<file path="src/rtl/elastic_pipe_reg_pkg.sv">
// Shared types and helpers for the elastic pipeline register and its stages.
// Holds no sizing constants; each user derives its own widths.
package elastic_pipe_reg_pkg;

    typedef struct packed {
        logic load;
        logic clear;
    } stage_ctl_t;

    // A stage moves when it is empty or the stage downstream moves too.
    function automatic logic stage_advance(input logic vld, input logic next_adv);
        return ~vld | next_adv;
    endfunction

endpackage

</file>
<file path="src/rtl/elastic_pipe_stage.sv">
// One pipeline slot: a valid bit plus payload. Clear wins over load.
// Payload is written only by a valid word, so an emptied slot keeps its last data.
module elastic_pipe_stage
    import elastic_pipe_reg_pkg::*;
#(
    parameter int               WIDTH       = 32,
    parameter logic [WIDTH-1:0] RESET_VALUE = '0,
    parameter logic [WIDTH-1:0] CLR_VALUE   = '0
) (
    input  logic             clk,
    input  logic             reset_n,
    input  stage_ctl_t       ctl_i,
    input  logic             vld_i,
    input  logic [WIDTH-1:0] data_i,
    output logic             vld_o,
    output logic [WIDTH-1:0] data_o
);

    logic             vld_q, vld_d;
    logic [WIDTH-1:0] data_q, data_d;

    always_comb begin
        vld_d  = vld_q;
        data_d = data_q;
        if (ctl_i.clear) begin
            vld_d  = 1'b0;
            data_d = CLR_VALUE;
        end else if (ctl_i.load) begin
            vld_d = vld_i;
            if (vld_i) begin
                data_d = data_i;
            end
        end
    end

    always_ff @(posedge clk) begin
        if (!reset_n) begin
            vld_q  <= 1'b0;
            data_q <= RESET_VALUE;
        end else begin
            vld_q  <= vld_d;
            data_q <= data_d;
        end
    end

    assign vld_o  = vld_q;
    assign data_o = data_q;

endmodule

</file>
<file path="src/rtl/elastic_pipe_reg.sv">
// Bubble-collapsing valid/ready pipeline, DEPTH cycles latency, one word/cycle; stalls hold all state.
// PIPE_SKID_EN adds a skid entry ahead of stage 0 so ready_o is a flop (capacity DEPTH+1).
module elastic_pipe_reg
    import elastic_pipe_reg_pkg::*;
#(
    parameter int               WIDTH       = 32,
    parameter int               DEPTH       = 2,
    parameter logic [WIDTH-1:0] RESET_VALUE = '0,
    parameter logic [WIDTH-1:0] CLR_VALUE   = '0
) (
    input  logic                        clk,
    input  logic                        reset_n,
    input  logic                        valid_i,
    output logic                        ready_o,
    input  logic [WIDTH-1:0]            data_i,
    output logic                        valid_o,
    input  logic                        ready_i,
    output logic [WIDTH-1:0]            data_o,
    input  logic                        flush,
    output logic [$clog2(DEPTH+2)-1:0]  count_o
);

    localparam int CW = $clog2(DEPTH+2);

    logic [DEPTH-1:0]            stg_vld;
    logic [DEPTH-1:0]            stg_adv;
    logic [DEPTH-1:0][WIDTH-1:0] stg_dat;
    logic                        in_vld;
    logic [WIDTH-1:0]            in_dat;
    logic                        in_xfer;
    logic                        out_xfer;
    logic [CW-1:0]               count_q, count_d;

`ifdef PIPE_SKID_EN
    logic             skid_vld_q, skid_vld_d;
    logic [WIDTH-1:0] skid_dat_q, skid_dat_d;

    assign ready_o = ~skid_vld_q;
    assign in_xfer = valid_i & ready_o;
    // A parked word has priority; it can only exist while ready_o is low.
    assign in_vld  = skid_vld_q | in_xfer;
    assign in_dat  = skid_vld_q ? skid_dat_q : data_i;

    always_comb begin
        skid_vld_d = skid_vld_q;
        skid_dat_d = skid_dat_q;
        if (flush) begin
            skid_vld_d = 1'b0;
            skid_dat_d = CLR_VALUE;
        end else if (skid_vld_q && stg_adv[0]) begin
            skid_vld_d = 1'b0;
        end else if (in_xfer && !stg_adv[0]) begin
            skid_vld_d = 1'b1;
            skid_dat_d = data_i;
        end
    end

    always_ff @(posedge clk) begin
        if (!reset_n) begin
            skid_vld_q <= 1'b0;
            skid_dat_q <= RESET_VALUE;
        end else begin
            skid_vld_q <= skid_vld_d;
            skid_dat_q <= skid_dat_d;
        end
    end
`else
    assign ready_o = stg_adv[0];
    assign in_xfer = valid_i & ready_o;
    assign in_vld  = in_xfer;
    assign in_dat  = data_i;
`endif

    for (genvar k = 0; k < DEPTH; k++) begin : g_stage
        stage_ctl_t       ctl;
        logic             src_vld;
        logic [WIDTH-1:0] src_dat;

        if (k == DEPTH-1) begin : g_last
            assign stg_adv[k] = stage_advance(stg_vld[k], ready_i);
        end else begin : g_mid
            assign stg_adv[k] = stage_advance(stg_vld[k], stg_adv[k+1]);
        end

        if (k == 0) begin : g_first
            assign src_vld = in_vld;
            assign src_dat = in_dat;
        end else begin : g_chain
            assign src_vld = stg_vld[k-1];
            assign src_dat = stg_dat[k-1];
        end

        assign ctl.load  = stg_adv[k];
        assign ctl.clear = flush;

        elastic_pipe_stage #(
            .WIDTH       (WIDTH),
            .RESET_VALUE (RESET_VALUE),
            .CLR_VALUE   (CLR_VALUE)
        ) u_stage (
            .clk     (clk),
            .reset_n (reset_n),
            .ctl_i   (ctl),
            .vld_i   (src_vld),
            .data_i  (src_dat),
            .vld_o   (stg_vld[k]),
            .data_o  (stg_dat[k])
        );
    end

    assign valid_o  = stg_vld[DEPTH-1];
    assign data_o   = stg_dat[DEPTH-1];
    assign out_xfer = valid_o & ready_i;

    always_comb begin
        count_d = count_q;
        if (flush) begin
            count_d = '0;
        end else if (in_xfer && !out_xfer) begin
            count_d = count_q + CW'(1);
        end else if (!in_xfer && out_xfer) begin
            count_d = count_q - CW'(1);
        end
    end

    always_ff @(posedge clk) begin
        if (!reset_n) begin
            count_q <= '0;
        end else begin
            count_q <= count_d;
        end
    end

    assign count_o = count_q;

endmodule

</file>
<file path="config.mk">
export PLATFORM = sky130hd
export DESIGN_NAME = elastic_pipe_reg
export DESIGN_NICKNAME = d
export VERILOG_FILES = /design/src/rtl/elastic_pipe_reg_pkg.sv /design/src/rtl/elastic_pipe_stage.sv /design/src/rtl/elastic_pipe_reg.sv
export SDC_FILE = /design/constraint.sdc
export NUM_CORES = 1
export LEC_CHECK = 0
export BUFFER_PORTS_ARGS = -buffer_cell sky130_fd_sc_hd__buf_4
export CAP_MARGIN = 0
export CORE_MARGIN = 3
export CORE_UTILIZATION = 35
export CTS_CLUSTER_DIAMETER = 120
export DETAILED_ROUTE_END_ITERATION = 10
export HOLD_SLACK_MARGIN = 0.08
export SLEW_MARGIN = 30
export SYNTH_ARGS = -nofsm -noshare
export SYNTH_HDL_FRONTEND = slang
export SYNTH_HIERARCHICAL = 1
export SYNTH_SLANG_ARGS = --single-unit
</file>
<file path="constraint.sdc">
create_clock -name clk -period 1.45 [get_ports clk]
set_input_delay 0.145 -clock clk [delete_from_list [all_inputs] [get_ports clk]]
set_output_delay 0.145 -clock clk [all_outputs]
set_load 0.005 [all_outputs]
</file>
== Yosys cells after proc, flatten, opt, wreduce, memory -nomap -nowiden ==
Index checks and enable logic that the tools add are counted.

* Flip-flop bits (word level): 68
* Input port bits: 37

* Add/subtract/negate cells: 2
* Muxes and demuxes: 2
* Bitwise gates (word level): 7
* Reductions and logical operators: 8

{| class="wikitable"
|+ Operators with widths
! cell !! number
|-
| 2-bit 2-to-1 mux || 2
|-
| 2-bit AND reduction || 2
|-
| 1-bit inverter || 3
|-
| 2-bit by 1-bit adder with 2-bit output, second input constant || 1
|-
| 1-bit bitwise AND || 2
|-
| 1-bit logical AND || 2
|-
| 1-bit zero test || 2
|-
| 1-bit bitwise OR || 2
|-
| 2-bit nonzero test || 1
|-
| 2-bit OR reduction || 1
|-
| 2-bit by 1-bit subtractor with 2-bit output, second input constant || 1
|}

== Longest topological paths before layout ==
Gate-level depths: netlist of the first run.

* Depth in word-level cells: 8
* Gate-level depth with buffers: 6

== Modules after synthesis ==
Netlist of the first run, hierarchy kept.

{| class="wikitable"
|+ By module, submodules not included
! module !! times used !! cells an instance !! area an instance (um^2) !! seq. area each (um^2)
|-
| elastic_pipe_stage || 2 || 150 || 1532.7 || 660.6
|-
| elastic_pipe_reg || 1 || 14 || 120.1 || 40.0
|}

== Worst setup path after synthesis of the first run ==
Ideal clock, no wire load.

* Path type: register to register
* Start point: register g_stage[1].u_stage.vld_q
* End point: register count_q[1], in the netlist count_o[1]
* Library setup time: 70 ps
* Data arrival time: 1546 ps
* Setup slack: -166 ps
* Cell stages (with the launch flop): 6
* Buffers on the path: 0
* Clock period less this slack: 1616 ps
* Cells stage by stage: dfxtp_1 nand3b_1 and2_1 ha_1 or3_1 a21oi_1

* Word-level cells in the longest chain between the ends: 7
* Elaborated cells on any way between the ends: 11
* Classes of those cells: 1 x mux; 5 x bitwise; 5 x reduce/logical

{| class="wikitable"
|+ RTL lines
! element !! line !! text
|-
| from (decl) || elastic_pipe_stage.sv:19 || <nowiki>logic vld_q, vld_d;</nowiki>
|-
| from (signal assigned) || elastic_pipe_stage.sv:41 || <nowiki>vld_q <= vld_d;</nowiki>
|-
| 1-bit inverter * || elastic_pipe_reg_pkg.sv:12 || <nowiki>return ~vld | next_adv;</nowiki>
|-
| 1-bit bitwise OR * (2 in series) || elastic_pipe_reg_pkg.sv:12 ||
|-
| net ready_o || elastic_pipe_reg.sv:14 || <nowiki>output logic ready_o,</nowiki>
|-
| 1-bit bitwise AND * || elastic_pipe_reg.sv:69 || <nowiki>assign in_xfer = valid_i & ready_o;</nowiki>
|-
| net g_stage[0].src_vld || elastic_pipe_reg.sv:76 || <nowiki>logic src_vld;</nowiki>
|-
| 1-bit zero test || elastic_pipe_reg.sv:121 || <nowiki>end else if (!in_xfer && out_xfer) begin</nowiki>
|-
| 1-bit logical AND || elastic_pipe_reg.sv:121 ||
|-
| 2-bit nonzero test (no line) || n/a ||
|-
| to (signal assigned) || elastic_pipe_reg.sv:130 || <nowiki>count_q <= count_d;</nowiki>
|-
| to (decl) || elastic_pipe_reg.sv:32 || <nowiki>logic [CW-1:0] count_q, count_d;</nowiki>
|}

Mark *: on every way through the listed nets, which the timed path passes. The rest lies on a longest branch.
A chain may end at the register's enable or synchronous reset.

== Worst setup path after layout of the first run ==
* Start point: register g_stage[0].u_stage.vld_q
* End point: register count_q[1], in the netlist count_o[1]

* Word-level cells in the longest chain between the ends: 6
* Elaborated cells on any way between the ends: 8
* Classes of those cells: 1 x mux; 3 x bitwise; 4 x reduce/logical

{| class="wikitable"
|+ RTL lines
! element !! line
|-
| from (decl) || elastic_pipe_stage.sv:19
|-
| from (signal assigned) || elastic_pipe_stage.sv:41
|-
| 1-bit inverter * || elastic_pipe_reg_pkg.sv:12
|-
| 1-bit bitwise OR * || elastic_pipe_reg_pkg.sv:12
|-
| 1-bit bitwise AND * || elastic_pipe_reg.sv:69
|-
| net g_stage[0].src_vld || elastic_pipe_reg.sv:76
|-
| 1-bit zero test || elastic_pipe_reg.sv:121
|-
| 1-bit logical AND || elastic_pipe_reg.sv:121
|-
| 2-bit nonzero test (no line) || n/a
|}

Marked as above.

==> flow_summary.yaml, run 1 <==
die:
  initial_core_util: 0.364
  row_count: 34
  die-area_um2: 10300
  io-pin-count: 73
  die_x_um: 101
  core_um2: 8760
  die_h_um: 101
synth:
  synth_area_um2: 3190
  synth-seq-area-share: 0.427
  synth_top_area_cell: "dfxtp_1"
  syn_nets: 352
  synthTopCellsByArea: "dfxtp_1 43%, a21bo_1 18%, a21oi_2 11%"
  postSynthAreaPerCell_um2: 10.1
  yosysWarnings: 6
  ys_seq_elements: 68
  syn-instance-count: 314
  synth_top_area_frac: 0.427
  yosysUniqueCellTypes: 19
final_layout:
  nNetsFinal: 417
  syn_to_final_growth_pct: 25.6
  n_fill_cell: 863
  instances_no_fill: 491
  antenna_cells: 0
  drive_gt1_frac: 0.384
  final_core_util: 0.457
routing:
  wl_per_cell_um: 14.8
  drt-initial-drc-count: 79
  finalWirelength_um: 7280
  remaining_drc_errors: 0
  vias: 2512
  antenna_left: 0
  first_pass_iters: 4
  routed_via_density: 5.12
global_route:
  grt_first_pass_wirelength_um: 12300
  grt_usage: 0.150
  grt.met1_usage: 0.206
  use_met3: 0.0406
  use_met2: 0.235
  grt_pass1_vias: 2503
  overflow: 0
  antenna_found_initial: 0
  grt_max_degree: 67
  grt_busiest_layer: "met2"
placement:
  port_buffers: 72
  place_inst: 467
  globalplace.congestion: 0.707
  place_hpwl_um: 4420
cts:
  path_clk_slew_ns: 0.07
  cts_buffers: 9
  post-cts-setup-buffers: 0
  cts.sinks: 68
  cts-root-buf: "clkbuf_8"
  clockBufferDepth: 2
  cts_max_level: 3
  insertion_delay_ns: 0.33
  cts_tree: "yes"
setup_path:
  worstPathArrival_ns: 1.69
  cp_max_fo: 3
  crit_type: "reg -> reg"
  start_kind: "register"
  cp-end-kind: "register"
  required_ns: 1.72
pwr:
  power_mw: 3.86
  ir_drop_mv: 0.623
  p_per_area_nw_per_um2: 963
  p_leak_nw: 1.51
flow_run:
  maxCapViolCount: 0
sta:
  setup_viol: 0
  finalHoldViolations: 0
  finalCritPeriodShare: 0.982
  slew_violations: 0
  worst_pin_slew_ns: 0.667
  rsz0062_at_grt: "yes"
  finalCriticalPeriod_ns: 1.42
  finalClockSkew_ns: 0.00601
  hold_ws_ns: 0.0911
  relSlewSlack: 0.555
  fmax_mhz: 702
run_status:
  status: "finished, final reports clean"
min_path:
  hp-class: "in -> reg"
-- worst paths after layout --
check	startpoint	end	slack, ns	cells after the start
worst max register to register	g_stage[0].u_stage/vld_o	count_o[1]	0.03	5
worst min register to register	g_stage[0].u_stage/data_o[29]	g_stage[1].u_stage/data_o[29]	0.46	2
worst max-delay path	g_stage[0].u_stage/vld_o	count_o[1]	0.03	5
worst min-delay path	data_i[22]	g_stage[0].u_stage/data_o[22]	0.09	3
-- area by class of cell --
type / count / area [um2] / share of cell area
well taps: 108 / 135 / 0.0338
flip-flops and latches: 68 / 1360 / 0.341
clock buffers: 14 / 173 / 0.0431
multi-input cells: 210 / 1570 / 0.393
repair buffers: 90 / 727 / 0.182
clock inverters: 1 / 30.0 / 0.00750
-- registers in the layout, indices dropped and copies added, names as in the netlist --
name,flops
count_o,2
g_stage.u_stage/data_o,64
g_stage.u_stage/vld_o,2
-- metal layers --
layer / vias to the layer above / share of wire
li1: 1244 / -
met1: 1213 / 0.48
met2: 53 / 0.47
met3: 2 / 0.042
met4: 0 / 0.0065
met5: - / 0
-- repair_timing --
item | in CTS | in global routing
gates resized for setup | 0 | 1
setup endpoints to repair | 0 | 2
endpoints found under the hold margin | 8 | 1
hold buffers | 8 | 1
-- stage by stage --
step	setup TNS, ns	setup WS [ns]	area, um2
after floorplan	0	0.00166	3200
after global placement	0	0.0387	3710
after detailed placement	0	0.00112	3710
after CTS	0	0.00270	3990
after global routing	-0.0350	-0.0350	4000
final	0	0.0263	4000
-- power breakdown --
group          internal (mW)  total (mW)  switching (mW)
sequential              1.90        1.92          0.0181
combinational          0.161       0.326           0.166
clock                  0.929        1.61           0.680
-- critical path: stages (launching register included) --
cell,delay [ns]
dfxtp_2,0.33
nand3b_1,0.13
and2_4,0.19
ha_4,0.24
or3_1,0.36
a21oi_1,0.12
-- cell usage in the layout (no fill, tap or decap), drive strengths merged --
| master | netlist | layout |
|---|---|---|
| nand3 | 64 | 64 |
| a21oi | 65 | 65 |
| ha | 1 | 1 |
| or3 | 1 | 1 |
| o21ai | 1 | 1 |
| dlygate4sd3 | 0 | 9 |
| and2 | 1 | 1 |
| dfxtp | 68 | 68 |
| a21bo | 64 | 64 |
| nor2 | 3 | 3 |
| clkbuf | 0 | 14 |
| nand2b | 4 | 4 |
| mux2i | 2 | 2 |
| buf | 36 | 81 |
| xor2 | 2 | 2 |
| bufinv | 0 | 1 |
| nand2 | 1 | 1 |
| nand3b | 1 | 1 |
-- cells by family (layout without fill, tap and decap cells) --
family | count (synthesis) | after routing | share of synthesized area
mux | 2 | 2 | 0.00628
simple gates | 75 | 75 | 0.119
compound gates | 130 | 130 | 0.352
flops | 68 | 68 | 0.427
buf+inv | 36 | 105 | 0.0856
xor+xnor | 2 | 2 | 0.00550
fa+ha+maj | 1 | 1 | 0.00393
-- cells in the mapped netlist (all sizes together) --
| cell type | count |
|---|---|
| dfxtp | 68 |
| a21oi | 65 |
| a21bo | 64 |
| nand3 | 64 |
| buf | 36 |
| nand2b | 4 |
| nor2 | 3 |
| mux2i | 2 |
| xor2 | 2 |
| and2 | 1 |
| ha | 1 |
| nand2 | 1 |
| nand3b | 1 |
| o21ai | 1 |
| or3 | 1 |
Note: power is estimated with default switching activity, not from simulation.
==> inputs of run 2 (changes only) <==
--- a/config.mk
+++ b/config.mk
@@ -12,6 +12,8 @@
 export CTS_CLUSTER_DIAMETER = 120
 export DETAILED_ROUTE_END_ITERATION = 10
 export HOLD_SLACK_MARGIN = 0.08
+export MAX_ROUTING_LAYER = met4
+export PLACE_DENSITY = 0.69
 export SLEW_MARGIN = 30
 export SYNTH_ARGS = -nofsm -noshare
 export SYNTH_HDL_FRONTEND = slang
==> run 2 against run 1 <==
Die area unchanged. First-iteration DRC count up 6.3%. Routed wire length shrank 2.9%. Critical endpoint unchanged. Fmax fell by 1.1%. Clock power down 3%. Sequential power is essentially flat. Via count rose by 0.96%. Combinational power increased by 11%. Setup slack got worse by 0.016 ns. Clock-buffer cell count shrank 4. Global-route usage is 0.46 points lower.
==> flow_summary.yaml, run 2 (synthesized netlist as in run 1, its figures left out) <==
run_status:
  status: "finished, final reports clean"
cts:
  clockBufferDepth: 2
  cts.sinks: 68
  cts_max_level: 3
  cts_tree: "yes"
  path_clk_slew_ns: 0.07
  cts_buffers: 9
  cts-root-buf: "clkbuf_8"
  post-cts-setup-buffers: 0
  insertion_delay_ns: 0.33
min_path:
  holdPathEnd: "g_stage[0].u_stage/data_o[20]"
  min_from: "data_i[20]"
  hold_depth: 3
  hp-class: "in -> reg"
routing:
  routed_via_density: 4.99
  wl_per_cell_um: 13.9
  drt-initial-drc-count: 84
  first_pass_iters: 4
  finalWirelength_um: 7080
  vias: 2536
  antenna_left: 0
  remaining_drc_errors: 0
sta:
  worst_pin_slew_ns: 0.694
  finalHoldViolations: 0
  slew_violations: 0
  setup_viol: 0
  fmax_mhz: 694
  relSlewSlack: 0.537
  finalCritPeriodShare: 0.993
  finalClockSkew_ns: 0.00891
  finalCriticalPeriod_ns: 1.44
  rsz0062_at_grt: "yes"
setup_path:
  r2r_slack_ns: 0.01
  cp_max_fo: 3
  cp-end-kind: "register"
  worstPathArrival_ns: 1.70
  start_kind: "register"
  crit_type: "reg -> reg"
  r2r.worst_path.cells: 6
  worst_r2r_endpoint: "count_o[1]"
  r2r-start: "g_stage[0].u_stage/vld_o"
  required_ns: 1.71
pwr:
  ir_drop_mv: 0.374
  p_leak_nw: 1.59
  p_per_area_nw_per_um2: 917
  power_mw: 3.84
final_layout:
  layout_commonest_cell: "buf_4"
  largest_reg_flops: 64
  final_cell_mix: "77 x buf_4, 66 x dfxtp_1, 64 x nand3_1"
  nNetsFinal: 433
  antenna_cells: 0
  drive_gt1_frac: 0.380
  instances_no_fill: 508
  syn_to_final_growth_pct: 31.5
die:
  core_um2: 8760
  die_x_um: 101
  initial_core_util: 0.364
  row_count: 34
  io-pin-count: 73
  die-area_um2: 10300
  die_h_um: 101
global_route:
  overflow: 0
  grt_pass1_vias: 2454
  grt_max_degree: 67
  grt_usage: 0.145
  antenna_found_initial: 0
  grt_first_pass_wirelength_um: 11700
placement:
  place_hpwl_um: 4300
  port_buffers: 72
  place_inst: 467
  globalplace.congestion: 0.715
flow_run:
  maxCapViolCount: 0
-- run 2: worst max path at each step --
stage,startpoint,to,slack [ns],cells after the start
after global routing,g_stage[1].u_stage/vld_o,g_stage[0].u_stage/data_o[10],-0.07,5
after floorplan,g_stage[1].u_stage/vld_o,count_o[1],0.002,5
after CTS,g_stage[1].u_stage/vld_o,count_o[1],-0.02,5
final,g_stage[0].u_stage/vld_o,count_o[1],0.01,6
after detailed placement,ready_i,count_o[1],0.04,6
after global placement,ready_i,count_o[1],0.07,6
-- run 2: where the power goes --
group	switching (mW)	leakage (nW)	total (mW)	internal (mW)
clock network	0.723	0.0983	1.56	0.838
registers	0.0178	0.552	1.92	1.90
logic	0.171	0.936	0.361	0.190
-- run 2: worst max-delay path: stages (launching register included) --
cell	delay, ns
dfxtp_2	0.33
nand3b_1	0.12
and2_4	0.18
ha_4	0.15
xor2_1	0.14
or3_4	0.33
a21oi_2	0.12
-- run 2: layout make-up --
class | count | area [um2]
fillers | 836 | 4580
well taps | 108 | 135
flip-flops and latches | 68 | 1360
clock inverters | 6 | 63.8
repair buffers | 106 | 905
multi-input cells | 210 | 1580
clock buffers | 10 | 138
-- run 2: timing repair --
action                     CTS  global route
hold buffers                25             0
gates resized for setup      3             4
setup endpoints to repair    1            24
hold endpoints to repair    26             0
pin swaps                    1             0
-- run 2: metrics by stage --
step / hold WS [ns] / cell area (um2) / TNS, ns / setup slack (ns) / util
finish: 0.0998 / 4190 / 0 / 0.00992 / 0.478
CTS: 0.0810 / 4170 / -0.0247 / -0.0222 / 0.476
global placement: 0.418 / 3710 / 0 / 0.0748 / 0.423
detailed placement: 0.424 / 3710 / 0 / 0.0384 / 0.423
floorplan: 0.291 / 3200 / 0 / 0.00166 / -
global route: 0.0880 / 4190 / -0.404 / -0.0665 / 0.478
-- run 2: metal layers --
metal | up-vias | wire length (um) | track usage | part of all wire
met4 | 0 | 93 | 0.0603 | 0.013
met1 | 1206 | 3330 | 0.186 | 0.47
met2 | 43 | 3380 | 0.227 | 0.48
met3 | 8 | 265 | 0.0241 | 0.037
li1 | 1279 | - | - | -
met5 | - | 0 | - | 0
==> inputs of run 3 (changes only) <==
--- a/config.mk
+++ b/config.mk
@@ -7,7 +7,7 @@
 export LEC_CHECK = 0
 export BUFFER_PORTS_ARGS = -buffer_cell sky130_fd_sc_hd__buf_4
 export CAP_MARGIN = 0
-export CORE_MARGIN = 3
+export CORE_MARGIN = 1.5
 export CORE_UTILIZATION = 35
 export CTS_CLUSTER_DIAMETER = 120
 export DETAILED_ROUTE_END_ITERATION = 10
==> run 3 against run 2 <==
The run now ends with negative setup slack left. Via count increased by 4.5%. Die area fell by 5.8%. Core utilization up 1.9 points. Design area up 4.1%. Register-to-register slack lost 0.03 ns. Worst hold slack lost 0.0055 ns. First-iteration DRC count rose by 1.2%. Clock skew grew 0.0011 ns. Global-route usage rose by 1.4 points. Critical path type unchanged. Largest cell class unchanged.
==> flow_summary.yaml, run 3 (synthesized netlist as in run 1, its figures left out) <==
placement:
  port_buffers: 72
  place_hpwl_um: 4250
  place_inst: 468
  globalplace.congestion: 0.744
  pre_cts_slack_ns: 0.0342
sta:
  worst_pin_slew_ns: 0.663
  fmax_mhz: 679
  finalClockSkew_ns: 0.00997
  slew_violations: 0
  setup_ws_ns: -0.0233
  finalHoldViolations: 0
  finalCritPeriodShare: 1.02
  relSlewSlack: 0.558
  rsz0062_at_grt: "yes"
  finalCriticalPeriod_ns: 1.47
  setup_viol: 1
cts:
  cts_buffers: 9
  cts_tree: "yes"
  path_clk_slew_ns: 0.08
  insertion_delay_ns: 0.34
  cts_max_level: 3
  cts.sinks: 68
  clockBufferDepth: 2
  cts-root-buf: "clkbuf_8"
final_layout:
  largest_reg_flops: 64
  drive_gt1_frac: 0.398
  nNetsFinal: 445
  antenna_cells: 0
  final_cell_mix: "81 x buf_4, 66 x dfxtp_1, 64 x nand3_1"
  instances_no_fill: 520
  syn_to_final_growth_pct: 36.8
  final_core_util: 0.497
  layout_commonest_cell: "buf_4"
routing:
  first_pass_iters: 4
  finalWirelength_um: 7570
  remaining_drc_errors: 0
  routed_via_density: 5.09
  vias: 2649
  antenna_left: 0
  drt-initial-drc-count: 85
  wl_per_cell_um: 14.6
run_status:
  status: "finished, violations left"
  violations: "negative setup slack"
die:
  die-area_um2: 9680
  die_x_um: 98.4
  initial_core_util: 0.364
  io-pin-count: 73
  core_um2: 8760
  row_count: 34
  die_h_um: 98.4
global_route:
  grt_pass1_vias: 2462
  antenna_found_initial: 0
  overflow: 0
  grt_first_pass_wirelength_um: 12000
  grt_usage: 0.159
  grt_max_degree: 67
min_path:
  hp-class: "in -> reg"
pwr:
  p_leak_nw: 1.68
  ir_drop_mv: 0.376
  p_per_area_nw_per_um2: 866
flow_run:
  maxCapViolCount: 0
setup_path:
  r2r_slack_ns: -0.02
  cp_max_fo: 3
  crit_family: "simple AND/OR/NAND/NOR gates"
  cp-end-kind: "register"
  cp_cell_sequence: "nand3b_1 > and2_4 > ha_4 > xor2_1 > or3_1 > a21oi_1"
  start_kind: "register"
  crit_type: "reg -> reg"
  slowest_delay_ns: 0.33
  required_ns: 1.72
  cp.buffers_inverters: 0
  worstPathArrival_ns: 1.75
  slowest_stage: "dfxtp_2"
run 3: cell types whose count changed in the layout (fill, tap and decap cells not counted), sizes merged:
cell	change
buf	+8
clkbuf	+3
dlygate4sd3	+2
bufbuf	+1
bufinv	-1
clkinvlp	-1
run 3: per-layer routing:
metal / vias up / share of wire / GRT usage
li1: 1309 / - / -
met1: 1275 / 0.48 / 0.208
met2: 57 / 0.46 / 0.239
met3: 8 / 0.042 / 0.0365
met4: 0 / 0.013 / 0.0618
met5: - / 0 / -
run 3: report_power, final:
part | internal, mW | switching [mW] | total (mW)
Sequential | 1.90 | 0.0187 | 1.92
Combinational | 0.198 | 0.176 | 0.373
Clock | 0.752 | 0.726 | 1.48
run 3: final timing paths:
path / startpoint / cells after the start / endpoint
worst max-delay path: g_stage[0].u_stage/vld_o / 6 / count_o[1]
worst min-delay path: data_i[16] / 3 / g_stage[0].u_stage/data_o[16]
worst max register to register: g_stage[0].u_stage/vld_o / 6 / count_o[1]
worst min register to register: g_stage[0].u_stage/data_o[31] / 2 / g_stage[1].u_stage/data_o[31]
run 3: what timing repair did:
action                                  4_1_cts  5_1_grt
gates cloned                                  2        2
resized for setup                             5        6
endpoints found under the setup margin        1       31
hold endpoints to repair                     27        0
hold buffers                                 27        0
setup buffers                                 2        5
pin swaps                                     1       11
run 3: tightest hold or removal path: stages:
cell	delay, ns
buf_4	0.11
nand3_1	0.08
a21oi_2	0.05
run 3: area by class of cell:
| class | instances | area (um2) |
|---|---|---|
| Clock inverter | 4 | 22.5 |
| Tap cell | 108 | 135 |
| Multi-Input combinational cell | 210 | 1590 |
| Fill cell | 818 | 4410 |
| Sequential cell | 68 | 1360 |
| Timing Repair Buffer | 118 | 1080 |
| Clock buffer | 12 | 165 |
run 3: through the flow:
stage               cell area [um2]  total power [mW]  hold slack, ns  setup TNS [ns]
floorplan                      3200              2.16           0.291               0
global placement               3740              2.27           0.420               0
detailed placement             3740              2.27           0.420               0
CTS                            4300              3.80          0.0803          -0.491
global route                   4360              3.92          0.0841          -0.137
finish                         4360              3.77          0.0942         -0.0233
